[config.mk]
export PLATFORM = sky130hd
export DESIGN_NAME = mem_port_arbiter
export DESIGN_NICKNAME = d
export VERILOG_FILES = /design/src/rtl/mem_port_arbiter_pkg.sv /design/src/rtl/mem_lane_align.sv /design/src/rtl/mem_port_arbiter.sv
export SDC_FILE = /design/constraint.sdc
export NUM_CORES = 1
export LEC_CHECK = 0
export CAP_MARGIN = 10
export CELL_PAD_IN_SITES_DETAIL_PLACEMENT = 0
export CELL_PAD_IN_SITES_GLOBAL_PLACEMENT = 1
export CORE_AREA = 2 2 136 138
export CTS_BUF_LIST = sky130_fd_sc_hd__clkbuf_8
export DETAILED_ROUTE_END_ITERATION = 10
export DIE_AREA = 0 0 138 140
export PLACE_DENSITY_LB_ADDON = 0.1
export SYNTH_ARGS = -nofsm -noshare
export SYNTH_HDL_FRONTEND = slang
export SYNTH_HIERARCHICAL = 1
export SYNTH_SLANG_ARGS = --single-unit
[constraint.sdc]
create_clock -name clk -period 6.9 [get_ports clk]
set_clock_uncertainty 0.05 [all_clocks]
set_input_delay 1.38 -clock clk [delete_from_list [all_inputs] [get_ports clk]]
set_output_delay 1.38 -clock clk [all_outputs]
set_load 0.02 [all_outputs]
[src/rtl/mem_port_arbiter_pkg.sv]
// ---------------------------------------------------------------------------
// mem_port_arbiter_pkg
//
// Shared definitions for the memory port arbiter and its lane-alignment
// helper.
//
// Contents:
//   arbState_e    - arbiter FSM states (IDLE, GRANT_I, GRANT_D, ACK)
//   F3_*          - funct3 access-size codes used by loads/stores
//   BE_WORD       - byte-enable pattern for a full 32-bit word
//   accessSize_e  - decoded access width
//   decodeSize()  - maps a funct3 code onto an access width; any code that
//                   is not a byte or halfword access is handled as a word
// ---------------------------------------------------------------------------
package mem_port_arbiter_pkg;

    // Arbiter states.  GRANT_I/GRANT_D hold the memory request for the
    // fetch or data port.  ACK is the single completion cycle.
    typedef enum logic [1:0] {
        IDLE    = 2'b00,
        GRANT_I = 2'b01,
        GRANT_D = 2'b10,
        ACK     = 2'b11
    } arbState_e;

    // funct3 encodings for the load/store width field
    localparam logic [2:0] F3_B  = 3'b000;
    localparam logic [2:0] F3_H  = 3'b001;
    localparam logic [2:0] F3_W  = 3'b010;
    localparam logic [2:0] F3_BU = 3'b100;
    localparam logic [2:0] F3_HU = 3'b101;

    // All four byte lanes enabled
    localparam logic [3:0] BE_WORD = 4'b1111;

    // Access width after decoding funct3
    typedef enum logic [1:0] {
        SIZE_BYTE = 2'b00,
        SIZE_HALF = 2'b01,
        SIZE_WORD = 2'b10
    } accessSize_e;

    // Signed and unsigned variants share a width.  The reserved codes
    // (011, 110, 111) fall through to a word access so that they still
    // produce a well-defined memory transaction.
    function automatic accessSize_e decodeSize(input logic [2:0] funct3);
        accessSize_e size;
        case (funct3)
            F3_B, F3_BU: size = SIZE_BYTE;
            F3_H, F3_HU: size = SIZE_HALF;
            F3_W:        size = SIZE_WORD;
            default:     size = SIZE_WORD;
        endcase
        return size;
    endfunction

endpackage

[src/rtl/mem_lane_align.sv]
// ---------------------------------------------------------------------------
// mem_lane_align
//
// Purely combinational helper.  It turns a request's access width and
// low address bits into the byte enables, lane-replicated write data and
// an alignment-error flag for the shared memory.
//
// Ports:
//   funct3        in   3  access width code of the data request
//   addrLow       in   2  byte offset within the word (addr[1:0])
//   wdata         in  32  store data, meaningful value in the low lanes
//   isFetch       in   1  1 = instruction fetch (always a word read)
//   be            out  4  byte enables for the memory
//   alignedWdata  out 32  write data replicated into every candidate lane
//   misaligned    out  1  access crosses its natural alignment boundary
// ---------------------------------------------------------------------------
module mem_lane_align
    import mem_port_arbiter_pkg::*;
(
    input  logic [2:0]  funct3,
    input  logic [1:0]  addrLow,
    input  logic [31:0] wdata,
    input  logic        isFetch,
    output logic [3:0]  be,
    output logic [31:0] alignedWdata,
    output logic        misaligned
);

    // Build the lane controls for the selected request.
    // Store data is replicated across every lane rather than shifted into
    // the target lane.  The byte enables pick the lane that actually gets
    // written, which keeps the data path free of a barrel shifter.
    // Fetches are always word reads: there is no write data, and any
    // non-zero offset is reported as an alignment error.
    always_comb begin
        be           = BE_WORD;
        alignedWdata = wdata;
        misaligned   = 1'b0;

        if (isFetch) begin
            be           = BE_WORD;
            alignedWdata = '0;
            misaligned   = (addrLow != 2'b00);
        end else begin
            case (decodeSize(funct3))
                SIZE_BYTE: begin
                    be           = 4'b0001 << addrLow;
                    alignedWdata = {4{wdata[7:0]}};
                    misaligned   = 1'b0;
                end
                SIZE_HALF: begin
                    be           = 4'b0011 << {addrLow[1], 1'b0};
                    alignedWdata = {2{wdata[15:0]}};
                    misaligned   = addrLow[0];
                end
                default: begin
                    be           = BE_WORD;
                    alignedWdata = wdata;
                    misaligned   = (addrLow != 2'b00);
                end
            endcase
        end
    end

endmodule

[src/rtl/mem_port_arbiter.sv]
// ---------------------------------------------------------------------------
// mem_port_arbiter
//
// Lets the instruction-fetch port and the data (MEM-stage) port share one
// single-port memory.  Each pending request gets exactly one memory
// transaction.  The data port normally has priority, but the two ports
// alternate whenever both are waiting, so neither port can starve.
// Misaligned requests and memory timeouts complete with bus_err raised.
//
// Parameters:
//   TIMEOUT    cycles a grant may wait for mem_ready before aborting (1..255)
//
// Ports:
//   clk, reset                clock, synchronous active-high reset
//   if_req/if_addr            fetch request, held until if_ack
//   if_rdata/if_ack           fetched word plus one-cycle completion pulse
//   d_req/d_we/d_addr         data request, held until d_ack
//   d_wdata/d_funct3          store data (low lanes) and access width
//   d_rdata/d_ack             raw memory word plus one-cycle completion pulse
//   mem_req/mem_we/mem_addr   memory request, held for the whole grant
//   mem_wdata/mem_be          lane-replicated write data and byte enables
//   mem_rdata/mem_ready       memory read data and completion strobe
//   bus_err                   error pulse, coincident with the ack
// ---------------------------------------------------------------------------
module mem_port_arbiter
    import mem_port_arbiter_pkg::*;
#(
    parameter int TIMEOUT = 15
) (
    input  logic        clk,
    input  logic        reset,

    input  logic        if_req,
    input  logic [31:0] if_addr,
    output logic [31:0] if_rdata,
    output logic        if_ack,

    input  logic        d_req,
    input  logic        d_we,
    input  logic [31:0] d_addr,
    input  logic [31:0] d_wdata,
    input  logic [2:0]  d_funct3,
    output logic [31:0] d_rdata,
    output logic        d_ack,

    output logic        mem_req,
    output logic        mem_we,
    output logic [31:0] mem_addr,
    output logic [31:0] mem_wdata,
    output logic [3:0]  mem_be,
    input  logic [31:0] mem_rdata,
    input  logic        mem_ready,

    output logic        bus_err
);

    // Value the wait counter holds during the last permitted grant cycle
    localparam logic [7:0] TIMEOUT_LAST = 8'(TIMEOUT - 1);

    arbState_e   state;
    arbState_e   nextState;

    logic [7:0]  waitCount;
    logic        lastGrantD;
    logic        prevWasAck;
    logic        errFlag;
    logic [31:0] rdataReg;

    logic        memWeReg;
    logic [31:0] memAddrReg;
    logic [31:0] memWdataReg;
    logic [3:0]  memBeReg;

    logic        maskI;
    logic        maskD;
    logic        reqI;
    logic        reqD;
    logic        pickI;
    logic        pickD;
    logic [31:0] selAddr;
    logic        timeoutHit;

    logic [3:0]  alignBe;
    logic [31:0] alignWdata;
    logic        alignMis;

    // Lane alignment for whichever port wins arbitration this cycle.
    // Its outputs are only captured in IDLE, when a grant is made.
    mem_lane_align uLaneAlign (
        .funct3       (d_funct3),
        .addrLow      (selAddr[1:0]),
        .wdata        (d_wdata),
        .isFetch      (pickI),
        .be           (alignBe),
        .alignedWdata (alignWdata),
        .misaligned   (alignMis)
    );

    // Arbitration.
    // A requester only sees its ack at the end of the ACK cycle, so it may
    // still be holding req high in the IDLE cycle that follows.  That stale
    // req must not start a second transaction.  The port acked last is the
    // one recorded in lastGrantD, so we mask that port in the single IDLE
    // cycle right after ACK.
    // When both ports are pending, the port that was not granted last time
    // wins.  This alternates D, I, D, I ... and keeps either side from
    // starving the other.
    always_comb begin
        maskI   = prevWasAck && !lastGrantD;
        maskD   = prevWasAck && lastGrantD;
        reqI    = if_req && !maskI;
        reqD    = d_req && !maskD;
        pickD   = reqD && (!reqI || !lastGrantD);
        pickI   = reqI && !pickD;
        selAddr = pickD ? d_addr : if_addr;
    end

    // The counter starts at zero in the first grant cycle, so it matches
    // TIMEOUT_LAST in the TIMEOUT-th cycle.  That limits mem_req to at most
    // TIMEOUT cycles.
    assign timeoutHit = (waitCount == TIMEOUT_LAST);

    // FSM state register
    always_ff @(posedge clk) begin
        if (reset) begin
            state <= IDLE;
        end else begin
            state <= nextState;
        end
    end

    // FSM next-state logic.
    // A misaligned request never reaches the memory: it goes straight from
    // IDLE to ACK and reports the error there.  In a grant state a real
    // completion takes precedence over a timeout that lands on the same
    // cycle.
    always_comb begin
        nextState = state;
        case (state)
            IDLE: begin
                if (pickD || pickI) begin
                    if (alignMis) begin
                        nextState = ACK;
                    end else if (pickD) begin
                        nextState = GRANT_D;
                    end else begin
                        nextState = GRANT_I;
                    end
                end
            end
            GRANT_I, GRANT_D: begin
                if (mem_ready || timeoutHit) begin
                    nextState = ACK;
                end
            end
            ACK: begin
                nextState = IDLE;
            end
            default: begin
                nextState = IDLE;
            end
        endcase
    end

    // FSM outputs.
    // mem_req is high only in the grant states, so any mem_ready seen in
    // another state is simply ignored.  The ack is steered by lastGrantD,
    // which always names the port of the transaction being completed,
    // including the misaligned case that never entered a grant state.
    always_comb begin
        mem_req = 1'b0;
        if_ack  = 1'b0;
        d_ack   = 1'b0;
        bus_err = 1'b0;
        case (state)
            GRANT_I, GRANT_D: begin
                mem_req = 1'b1;
            end
            ACK: begin
                if_ack  = !lastGrantD;
                d_ack   = lastGrantD;
                bus_err = errFlag;
            end
            default: begin
            end
        endcase
    end

    // Transaction latch and wait counter.
    // The address, write data and byte enables are captured when the grant
    // is made, and the mem_* outputs come straight from these registers.
    // The memory therefore sees stable values for the whole grant, even if
    // a requester breaks protocol and drops its request early.
    // Read data is cleared at grant time.  It is loaded only on a genuine
    // completion, so error completions return zero.
    always_ff @(posedge clk) begin
        if (reset) begin
            waitCount   <= '0;
            lastGrantD  <= 1'b0;
            prevWasAck  <= 1'b0;
            errFlag     <= 1'b0;
            rdataReg    <= '0;
            memWeReg    <= 1'b0;
            memAddrReg  <= '0;
            memWdataReg <= '0;
            memBeReg    <= '0;
        end else begin
            prevWasAck <= (state == ACK);
            case (state)
                IDLE: begin
                    waitCount <= '0;
                    if (pickD || pickI) begin
                        lastGrantD  <= pickD;
                        memAddrReg  <= {selAddr[31:2], 2'b00};
                        memWeReg    <= pickD && d_we && !alignMis;
                        memWdataReg <= alignWdata;
                        memBeReg    <= alignBe;
                        errFlag     <= alignMis;
                        rdataReg    <= '0;
                    end
                end
                GRANT_I, GRANT_D: begin
                    waitCount <= waitCount + 8'd1;
                    if (mem_ready) begin
                        rdataReg <= mem_rdata;
                        errFlag  <= 1'b0;
                    end else if (timeoutHit) begin
                        rdataReg <= '0;
                        errFlag  <= 1'b1;
                    end
                end
                default: begin
                end
            endcase
        end
    end

    // Both ports read the same latched word.  Each value is only meaningful
    // while that port's ack is high.
    assign if_rdata  = rdataReg;
    assign d_rdata   = rdataReg;

    assign mem_we    = memWeReg;
    assign mem_addr  = memAddrReg;
    assign mem_wdata = memWdataReg;
    assign mem_be    = memBeReg;

endmodule

==> flow_summary.yaml <==
global_routing:
  overflow: 0
  antenna_found_initial: 0
  grt_usage: 0.178
  grt_first_pass_wirelength_um: 28000
  grt_max_degree: 97
  grt_pass1_vias: 5376
setup_path:
  endpoint_kind: "register"
  slowest_stage: "or3_2"
  path_buf_inv: 2
  path_max_fanout: 36
  cpPeakStageDelay_ns: 0.95
  crit_family: "simple AND/OR/NAND/NOR gates"
  cp-start-kind: "input pin"
  crit_chain: "clkdlybuf4s50_1 > buf_4 > mux2_2 > o22ai_1 > or3_2 > a2111oi_4"
  timing_worst_setup_path_type: "in2reg"
  crit_arrival_ns: 4.02
  critPathRequiredTime_ns: 7.14
finish:
  areaGrowthSynthToFinish_pct: 49.7
  final_common_cell: "clkdlybuf4s50_1"
  final-seq-area_um2: 2240
  postLayoutCoreUtil: 0.471
  instances_no_fill: 1122
  multi_input_area_um2: 2800
  nNetsFinal: 1031
  drive_above_1_share: 0.0426
  antenna_cells: 0
  layout_common_cells: "clkdlybuf4s50_1 (269), nand2_1 (140), dfxtp_1 (112), nor2_1 (53), a21oi_1 (49)"
  fill_cells: 1730
clocking:
  cts.sink_count: 112
  hold_buffers: 0
  clk_path_buf_depth: 2
  cts_resized: 0
  clock_insertion_delay_worst_skew_ns: 0.38
  post_cts_buffers: 0
  h-tree-depth: 3
  root_buffer: "clkbuf_8"
  cts_tree: "done"
  clkTransAtPathRegs_ns: 0.10
  cts_buffers: 9
pwr:
  p_per_area_nw_per_um2: 320
  p_leak_nw: 3.12
  ir_drop_uv: 189
sta:
  rsz0062_at_grt: "no"
  setup_viol_count_final: 0
  fmax_mhz: 264
  min_period_ns: 3.78
  setup_tns_ns: 0
  slew-limit-headroom: 0.289
  final.period_utilization: 0.548
  slew_viol_final: 0
  hold_viol: 0
  timing.hold.ws_ns: 0.409
  worst_pin_slew_ns: 1.07
job:
  drv_cap: 0
floorplan:
  io-pin-count: 274
  fp.dieArea_um2: 19300
  die_x_um: 138
  core_area_um2: 17800
  die_y_um: 140
  start_util: 0.315
  rows: 49
synthesis:
  synthArstFlopShare: 0
  ys_warn_count: 6
  synth_seq_area_share: 0.400
  synth_edf_count: 0
  syn_inst: 686
  avgSynthCellArea_um2: 8.16
  synthFlopType: "dfxtp_1"
  ys_ff_latch: 112
  synthDistinctLibCells: 44
  netlist_area_um2: 5600
detailed_routing:
  drt-pass1-iter-count: 4
  first_iter_violations: 185
  vias_per_cell: 4.79
  wl_um: 17600
  detail-route-antenna-nets: 0
  post-route-drc-count: 0
  num_vias: 5371
  wl_per_cell_um: 15.7
placed_design:
  hpwl_um: 12200
  place_inst: 1107
  gp_congestion: 0.753
  portBuffers: 270
outcome:
  outcome: "complete, no violations"
worst_hold_path:
  hp-class: "reg2reg"
metrics by stage:
step           setup WS (ns)  total power [mW]  instance area [um2]
6_report                3.12              2.68                 8380
5_1_grt                 2.95              2.85                 8380
4_1_cts                 3.12              2.72                 8380
3_5_place_dp            2.70              2.21                 8130
3_3_place_gp            2.72              2.19                 8130
2_1_floorplan           3.78              1.75                 5600
report_power, final:
| group | internal [mW] | switching (mW) | total, mW | leakage, nW |
|---|---|---|---|---|
| clock network | 0.275 | 0.230 | 0.505 | 0.125 |
| logic | 0.582 | 0.710 | 1.29 | 2.07 |
| registers | 0.793 | 0.0907 | 0.884 | 0.917 |
| total | 1.65 | 1.03 | 2.68 | 3.12 |
final cells by class:
type                       instances  share of cell area
multi-input combinational        478               0.334
timing repair buffer             278               0.329
sequential                       112               0.268
tap                              229              0.0342
clock inverter                     6              0.0158
clock buffer                       9              0.0148
inverter                          10             0.00448
Yosys cell counts (2+ instances only):
| master | instances | share of area |
|---|---|---|
| nand2_1 | 140 | 0.094 |
| dfxtp_1 | 112 | 0.40 |
| nor2_1 | 54 | 0.036 |
| a21oi_1 | 49 | 0.044 |
| mux2i_1 | 48 | 0.086 |
| clkbuf_1 | 43 | 0.029 |
| buf_4 | 35 | 0.047 |
| nand2b_1 | 34 | 0.038 |
| nand3_1 | 33 | 0.029 |
| a311oi_1 | 31 | 0.048 |
| nor2b_1 | 19 | 0.021 |
| o21ai_0 | 13 | 0.012 |
| inv_1 | 10 | 0.0067 |
| a211oi_1 | 8 | 0.011 |
| xor2_1 | 6 | 0.0094 |
| ha_1 | 5 | 0.011 |
| or3b_2 | 5 | 0.0078 |
| buf_12 | 4 | 0.014 |
| mux2_2 | 3 | 0.0060 |
| or3b_1 | 3 | 0.0047 |
| and2_1 | 2 | 0.0022 |
| buf_2 | 2 | 0.0018 |
| buf_6 | 2 | 0.0040 |
| nand4b_1 | 2 | 0.0031 |
| o21bai_1 | 2 | 0.0027 |
| o32ai_1 | 2 | 0.0031 |
| or3_1 | 2 | 0.0022 |
cells by family after synthesis:
group / Yosys count / synth area share
other: 1 / 0.000670
muxes: 51 / 0.0918
and+or+nand+nor: 301 / 0.248
AOI/OAI and AO/OA: 112 / 0.134
xor gates and xnor gates: 7 / 0.0109
adders and majority gates: 5 / 0.0112
DFF: 112 / 0.400
buffers and inverters: 97 / 0.103
per-layer routing:
layer  GRT usage  part of all wire
met4      0.0634             0.019
met2       0.296              0.47
met1       0.213              0.42
met5           0                 0
met3      0.0646             0.092
worst register-to-register path, stage by stage, from the launching register on:
cell and delay, ns:
dfxtp_1 0.43, ha_1 0.17, or4b_1 0.42, o311a_1 0.37, or3_2 0.92, a2111oi_4 0.49
path summary, 6_finish.rpt:
check,start,slack (ns),to,depth (start not counted)
min reg2reg,mem_wdata[31]$_SDFFE_PP0P_,0.41,mem_wdata[31]$_SDFFE_PP0P_,2
min,mem_wdata[31]$_SDFFE_PP0P_,0.41,mem_wdata[31]$_SDFFE_PP0P_,2
max reg2reg,waitCount[1]$_SDFFE_PP0P_,3.96,errFlag$_SDFFE_PP0P_,5
max,d_req,3.12,errFlag$_SDFFE_PP0P_,6
state kept, by name (all words and copies together), names as in the netlist:
signal / cells
mem_wdata: 32
state: 2
mem_be: 4
lastGrantD: 1
mem_we: 1
waitCount: 8
prevWasAck: 1
errFlag: 1
mem_addr: 30
d_rdata: 32
Note: power is estimated with default switching activity, not from simulation.
==> RTL edit 1, RTL diff (config.mk and constraints unchanged) <==
`TIMEOUT`: 15 -> 11.
--- a/src/rtl/mem_port_arbiter.sv
+++ b/src/rtl/mem_port_arbiter.sv
@@ -26,5 +26,5 @@
     import mem_port_arbiter_pkg::*;
 #(
-    parameter int TIMEOUT = 15
+    parameter int TIMEOUT = 11
 ) (
     input  logic        clk,
Check against the original RTL: same outputs for any inputs over 4 cycles, from zero or initial values and one cycle with reset high; that may be too few to reach the edited logic, so the function may still have changed.
==> RTL edit 1 against the unedited design <==
- total power is 3.7% lower
- clock power down 10%
- synthesized area decreased by 2.4%
- setup slack lost 0.036 ns
- non-clock buffer count down 1
- final area fell by 1.9%
- sequential cell count is the same
- final cell count shrank 3.3%
- die area stayed put
- core utilization fell by 0.89 points
- register-to-register slack better by 0.27 ns
- critical path type unchanged
- via count fell by 4.5%
- routed wire length down 3.6%
==> RTL edit 1: results (changes against the unedited design) <==
{| class="wikitable"
! Metric !! Value
|-
| Leakage Power || 3.15 nW (+1.1%)
|-
| Portion of netlist area occupied by mux cells || 0.152 (+0.0597)
|-
| Layout fillers || 1734 (+0.23%)
|-
| Clock slew at the register clock pins of the worst setup and hold paths || 0.11 ns
|-
| Largest voltage drop on the vdd net || 0.000209 V (+11%)
|-
| Fraction of final layout cells sized beyond drive strength 1 || 0.0479 (+0.00534)
|-
| Critical Path Slowest Stage Cell || sky130_fd_sc_hd__clkdlybuf4s50_1
|-
| Fin. max-slew vios || 0 (unchanged)
|-
| Synth area leaders || sky130_fd_sc_hd__dfxtp_1, sky130_fd_sc_hd__mux2i_1, sky130_fd_sc_hd__nand2_1, sky130_fd_sc_hd__a21oi_1, sky130_fd_sc_hd__buf_4
|-
| Delay of the slowest cell on the worst path || 0.75 ns (-0.20 ns)
|-
| Post-CTS resize count || 0 (unchanged)
|-
| Overall fraction of global-route tracks in use || 0.172 (-0.00618)
|-
| Routability-driven placement congestion ratio || 0.744 (-1.1%)
|-
| Arrival @ worst endpoint || 4.09 ns (+0.07 ns)
|-
| Maximum number of buffers from clock root to sink || 2 (unchanged)
|-
| Average wire per cell in the routed design || 15.6 um (-0.26%)
|-
| Status || finished clean
|-
| IO Port Bufs || 270 (unchanged)
|-
| Clock root buffer || sky130_fd_sc_hd__clkbuf_8
|-
| Part of the Yosys area used for sequential elements || 0.410 (+0.00981)
|-
| Ranking of synthesized cells by instance count || sky130_fd_sc_hd__nand2_1, sky130_fd_sc_hd__dfxtp_1, sky130_fd_sc_hd__a21oi_1, sky130_fd_sc_hd__mux2i_1, sky130_fd_sc_hd__o21ai_0
|-
| XOR/XNOR Fraction of Synth Area || 0.0112 (+0.000268)
|-
| Number of antenna violations at the first check in global routing || 1 (+1)
|-
| Distinct cell type count after synthesis || 44 (unchanged)
|-
| Class of the worst hold path || register to register
|-
| Yosys warns || 6 (unchanged)
|-
| Antenna Diode Count || 0 (unchanged)
|-
| Top flip-flop cell by instance count after synthesis || sky130_fd_sc_hd__dfxtp_1
|-
| Async set-or-reset flop fraction in the synthesized netlist || 0 (unchanged)
|-
| DRC marker count from the first detailed-route iteration || 172 (-7.0%)
|-
| Compound-cell area share of the yosys netlist || 0.147 (+0.0136)
|-
| Largest net degree at the start of global routing || 66 (-32%)
|-
| Worst Max-Slew Pin Slew || 1.18 ns (+0.118 ns)
|-
| Routed via count || 5127 (-4.5%)
|-
| Clock network latency to the later pin of the worst-skew pair || 0.38 ns (about the same)
|-
| Global-route wire length before repair || 27000 um (-3.3%)
|-
| CTS H-tree lvls || 3 (unchanged)
|-
| Number of buffers added by the clock tree synthesis step || 9 (unchanged)
|-
| Worst Path Max Fanout || 60 (+67%)
|-
| Adder-cell area share of the yosys netlist || 0.0114 (+0.000274)
|-
| Number of nets at the end of the flow || 993 (-3.7%)
|-
| Detailed Routing Iterations Pass 1 || 4 (unchanged)
|-
| Dpl hpwl || 12100 um (-0.49%)
|-
| Number of setup buffers added after CTS || 0 (unchanged)
|}
-- RTL edit 1: cell count changes after synthesis, moves of 30 or more --
cell / before / now
sky130_fd_sc_hd__o21ai_0: 13 / 44
sky130_fd_sc_hd__nand2b_1: 34 / 1
sky130_fd_sc_hd__a311oi_1: 31 / 1
sky130_fd_sc_hd__mux2i_1: 48 / 79
sky130_fd_sc_hd__nor2_1: 54 / 22
sky130_fd_sc_hd__a21oi_1: 49 / 80
-- RTL edit 1: final cells by class --
cell class,count,area (um^2),area share
multi-input cells,444,2690,0.327
flip-flops and latches,112,2240,0.273
well taps,229,287,0.0348
inverters,7,26.3,0.00319
clock inverters,5,78.8,0.00958
clock buffers,11,151,0.0184
repair buffers,277,2750,0.334
-- RTL edit 1: path summary, 6_finish.rpt --
| path | depth (start not counted) | slack (ns) | end | start |
|---|---|---|---|---|
| hold / removal | 2 | 0.41 | mem_we | mem_we |
| setup / recovery | 6 | 3.08 | mem_addr[13] | d_req |
| setup reg to reg | 6 | 4.23 | mem_addr[13] | state[0] |
| hold reg to reg | 2 | 0.41 | mem_we | mem_we |
-- RTL edit 1: where the power goes --
group          total (mW)  leakage (nW)  switching, mW  internal, mW
combinational        1.25          2.11          0.687         0.561
sequential          0.881         0.917         0.0881         0.793
clock               0.453         0.119          0.229         0.224
total                2.58          3.15           1.00          1.58
-- RTL edit 1: worst max-delay path, delay by kind of cell --
family                 cells  cell delay (ns)
AO/OA/AOI/OAI              3             1.06
multiplexers               1             0.29
buffers and inverters      2             1.32
-- RTL edit 1: cells by family (layout without fill, tap and decap cells) --
group	after synthesis	count (layout)
buffers and inverters	87	300
other	1	2
AND/OR/NAND/NOR	206	206
flip-flops	112	112
XOR/XNOR	7	7
AO/OA/AOI/OAI	142	142
multiplexers	82	82
adder cells (fa/ha/maj)	5	5
-- RTL edit 1: stage by stage --
stage	instance area (um^2)	util	std cells	worst slack, ns
after floorplan	5470	-	643	3.98
after global placement	7990	0.450	1069	2.76
after detailed placement	7990	0.450	1069	2.67
after CTS	8220	0.463	1085	3.10
after global routing	8220	0.463	1085	2.82
final	8220	0.463	1085	3.08
-- RTL edit 1: metal layers --
metal	up-vias	part of all wire	global-route usage
met5	-	0	0
met4	0	0.013	0.0397
met3	15	0.080	0.0677
met2	162	0.49	0.296
met1	2397	0.42	0.202
li1	2553	-	-
==> RTL edit 2, RTL diff (same flow settings) <==
Made on the original files. Put a register stage on the output `bus_err`, cleared by the reset. The value now appears one clock later. The other outputs are not delayed to match.
--- a/src/rtl/mem_port_arbiter.sv
+++ b/src/rtl/mem_port_arbiter.sv
@@ -58,4 +58,6 @@
     localparam logic [7:0] TIMEOUT_LAST = 8'(TIMEOUT - 1);
 
+    logic bus_err_d;
+
     arbState_e   state;
     arbState_e   nextState;
@@ -172,5 +174,5 @@
         if_ack  = 1'b0;
         d_ack   = 1'b0;
-        bus_err = 1'b0;
+        bus_err_d = 1'b0;
         case (state)
             GRANT_I, GRANT_D: begin
@@ -180,5 +182,5 @@
                 if_ack  = !lastGrantD;
                 d_ack   = lastGrantD;
-                bus_err = errFlag;
+                bus_err_d = errFlag;
             end
             default: begin
@@ -246,4 +248,12 @@
     assign mem_be    = memBeReg;
 
+    always_ff @(posedge clk) begin
+        if (reset) begin
+            bus_err <= '0;
+        end else begin
+            bus_err <= bus_err_d;
+        end
+    end
+
 endmodule
 
Behaviour: not the same (a bounded check fails within 4 cycles, from zero or initial values and one cycle with reset high).
==> RTL edit 2 against the unedited design <==
- sequential cell count increased by 1
- critical path type unchanged
- setup slack improved by 0.21 ns
- clock power increased by 51%
- largest cell class unchanged
- routed wire length increased by 9.5%
- largest power group unchanged
- synthesized area increased by 1.2%
- final area increased by 3.5%
- total power increased by 16%
- hold slack improved by 0.010 ns
- critical path depth increased by 2
==> RTL edit 2: results (changes against the unedited design) <==
{| class="wikitable"
! Metric !! Value
|-
| Status || finished clean
|-
| Overall fraction of global-route tracks in use || 0.194 (+0.0159)
|-
| Dpl hpwl || 13200 um (+7.8%)
|-
| Cell area power density || 357 nW/um^2 (+12%)
|-
| Number of buffers added by the clock tree synthesis step || 17 (+8)
|-
| Post-synthesis sequential element count || 113 (+0.89%)
|-
| Total wire length after detailed routing || 19200 um (+9.5%)
|-
| Sequential share of cell area || 0.261 (-0.00672)
|-
| Leakage Power || 3.20 nW (+2.8%)
|-
| Compound-cell area share of the yosys netlist || 0.192 (+0.0583)
|-
| Total of plain and repair buffers excluding clock buffers || 280 (+0.72%)
|-
| Delay of the slowest cell on the worst path || 0.92 ns (-0.03 ns)
|-
| Final Hold Slack || 0.419 ns (+0.0101 ns)
|-
| Depth of the worst register-to-register path || 6 (+1)
|-
| Logic power comb || 1.45 mW (+12%)
|-
| CTS H-tree lvls || 4 (+1)
|-
| Top Family by Delay on Critical Path || compound AO/OA/AOI/OAI gates
|-
| Average vias per placed instance || 4.98 (+4.0%)
|-
| Cell area after technology mapping || 5670 um^2 (+1.2%)
|-
| Share of the synthesized area in the top cell type || 0.399 (-0.00106)
|-
| Largest net degree at the start of global routing || 75 (-23%)
|-
| Non-clock inverter count in the final layout || 8 (-2)
|-
| Worst slew slack as a fraction of its limit || 0.203 (-0.0855)
|-
| Arrival @ worst endpoint || 3.81 ns (-0.21 ns)
|-
| Switching power total || 1.20 mW (+16%)
|-
| Area growth from synthesis to layout || 53.1%
|-
| Placed Cells || 1111 (+0.36%)
|-
| Routability-driven placement congestion ratio || 0.763 (+1.3%)
|-
| Multi-Input Combinational || 482 (+0.84%)
|-
| Internal reg-to-reg setup slack || 4.19 ns (+0.23 ns)
|-
| Clock network latency to the later pin of the worst-skew pair || 0.44 ns (+0.06 ns)
|-
| Largest voltage drop on the vdd net || 0.000169 V (-10%)
|-
| Layout fillers || 1699 (-1.8%)
|-
| Worst Path Max Fanout || 33 (-8.3%)
|-
| Number of nets at the end of the flow || 1044 (+1.3%)
|-
| Global-route wire length before repair || 30300 um (+8.3%)
|-
| Critical Path Slowest Stage Cell || sky130_fd_sc_hd__o21a_1
|-
| Number of global-route vias before repair || 5527 (+2.8%)
|-
| Signal buffers share of area || 0.323 (-0.00650)
|-
| Ranking of synthesized cells by instance count || sky130_fd_sc_hd__nand2_1, sky130_fd_sc_hd__dfxtp_1, sky130_fd_sc_hd__a21oi_1, sky130_fd_sc_hd__o21ai_0, sky130_fd_sc_hd__mux2i_1
|-
| Average wire per cell in the routed design || 16.8 um (+7.4%)
|-
| Worst slack, placed || 2.87 ns (+0.169 ns)
|}
-- RTL edit 2: kinds of logic after synthesis --
| kind of cell | after synthesis |
|---|---|
| other cells | 1 |
| buf+inv | 102 |
| flops | 113 |
| xor+xnor | 5 |
| simple gates | 234 |
| fa+ha+maj | 5 |
| mux | 52 |
| compound gates | 184 |
-- RTL edit 2: routing by layer --
layer / vias up / global-route usage / wire, um
met5: - / 0 / 0
met4: 0 / 0.0499 / 218
met3: 16 / 0.0779 / 1670
met2: 217 / 0.315 / 9050
met1: 2657 / 0.240 / 8310
li1: 2807 / - / -
-- RTL edit 2: worst paths after layout --
path,from,endpoint
max,d_req,mem_we
min reg2reg,errFlag,errFlag
min,errFlag,errFlag
max reg2reg,state[1],d_rdata[13]
-- RTL edit 2: tightest hold or removal path: stages, from the launching register on --
cell,delay [ns]
sky130_fd_sc_hd__dfxtp_1,0.31
sky130_fd_sc_hd__nand2_1,0.05
sky130_fd_sc_hd__mux2i_1,0.06
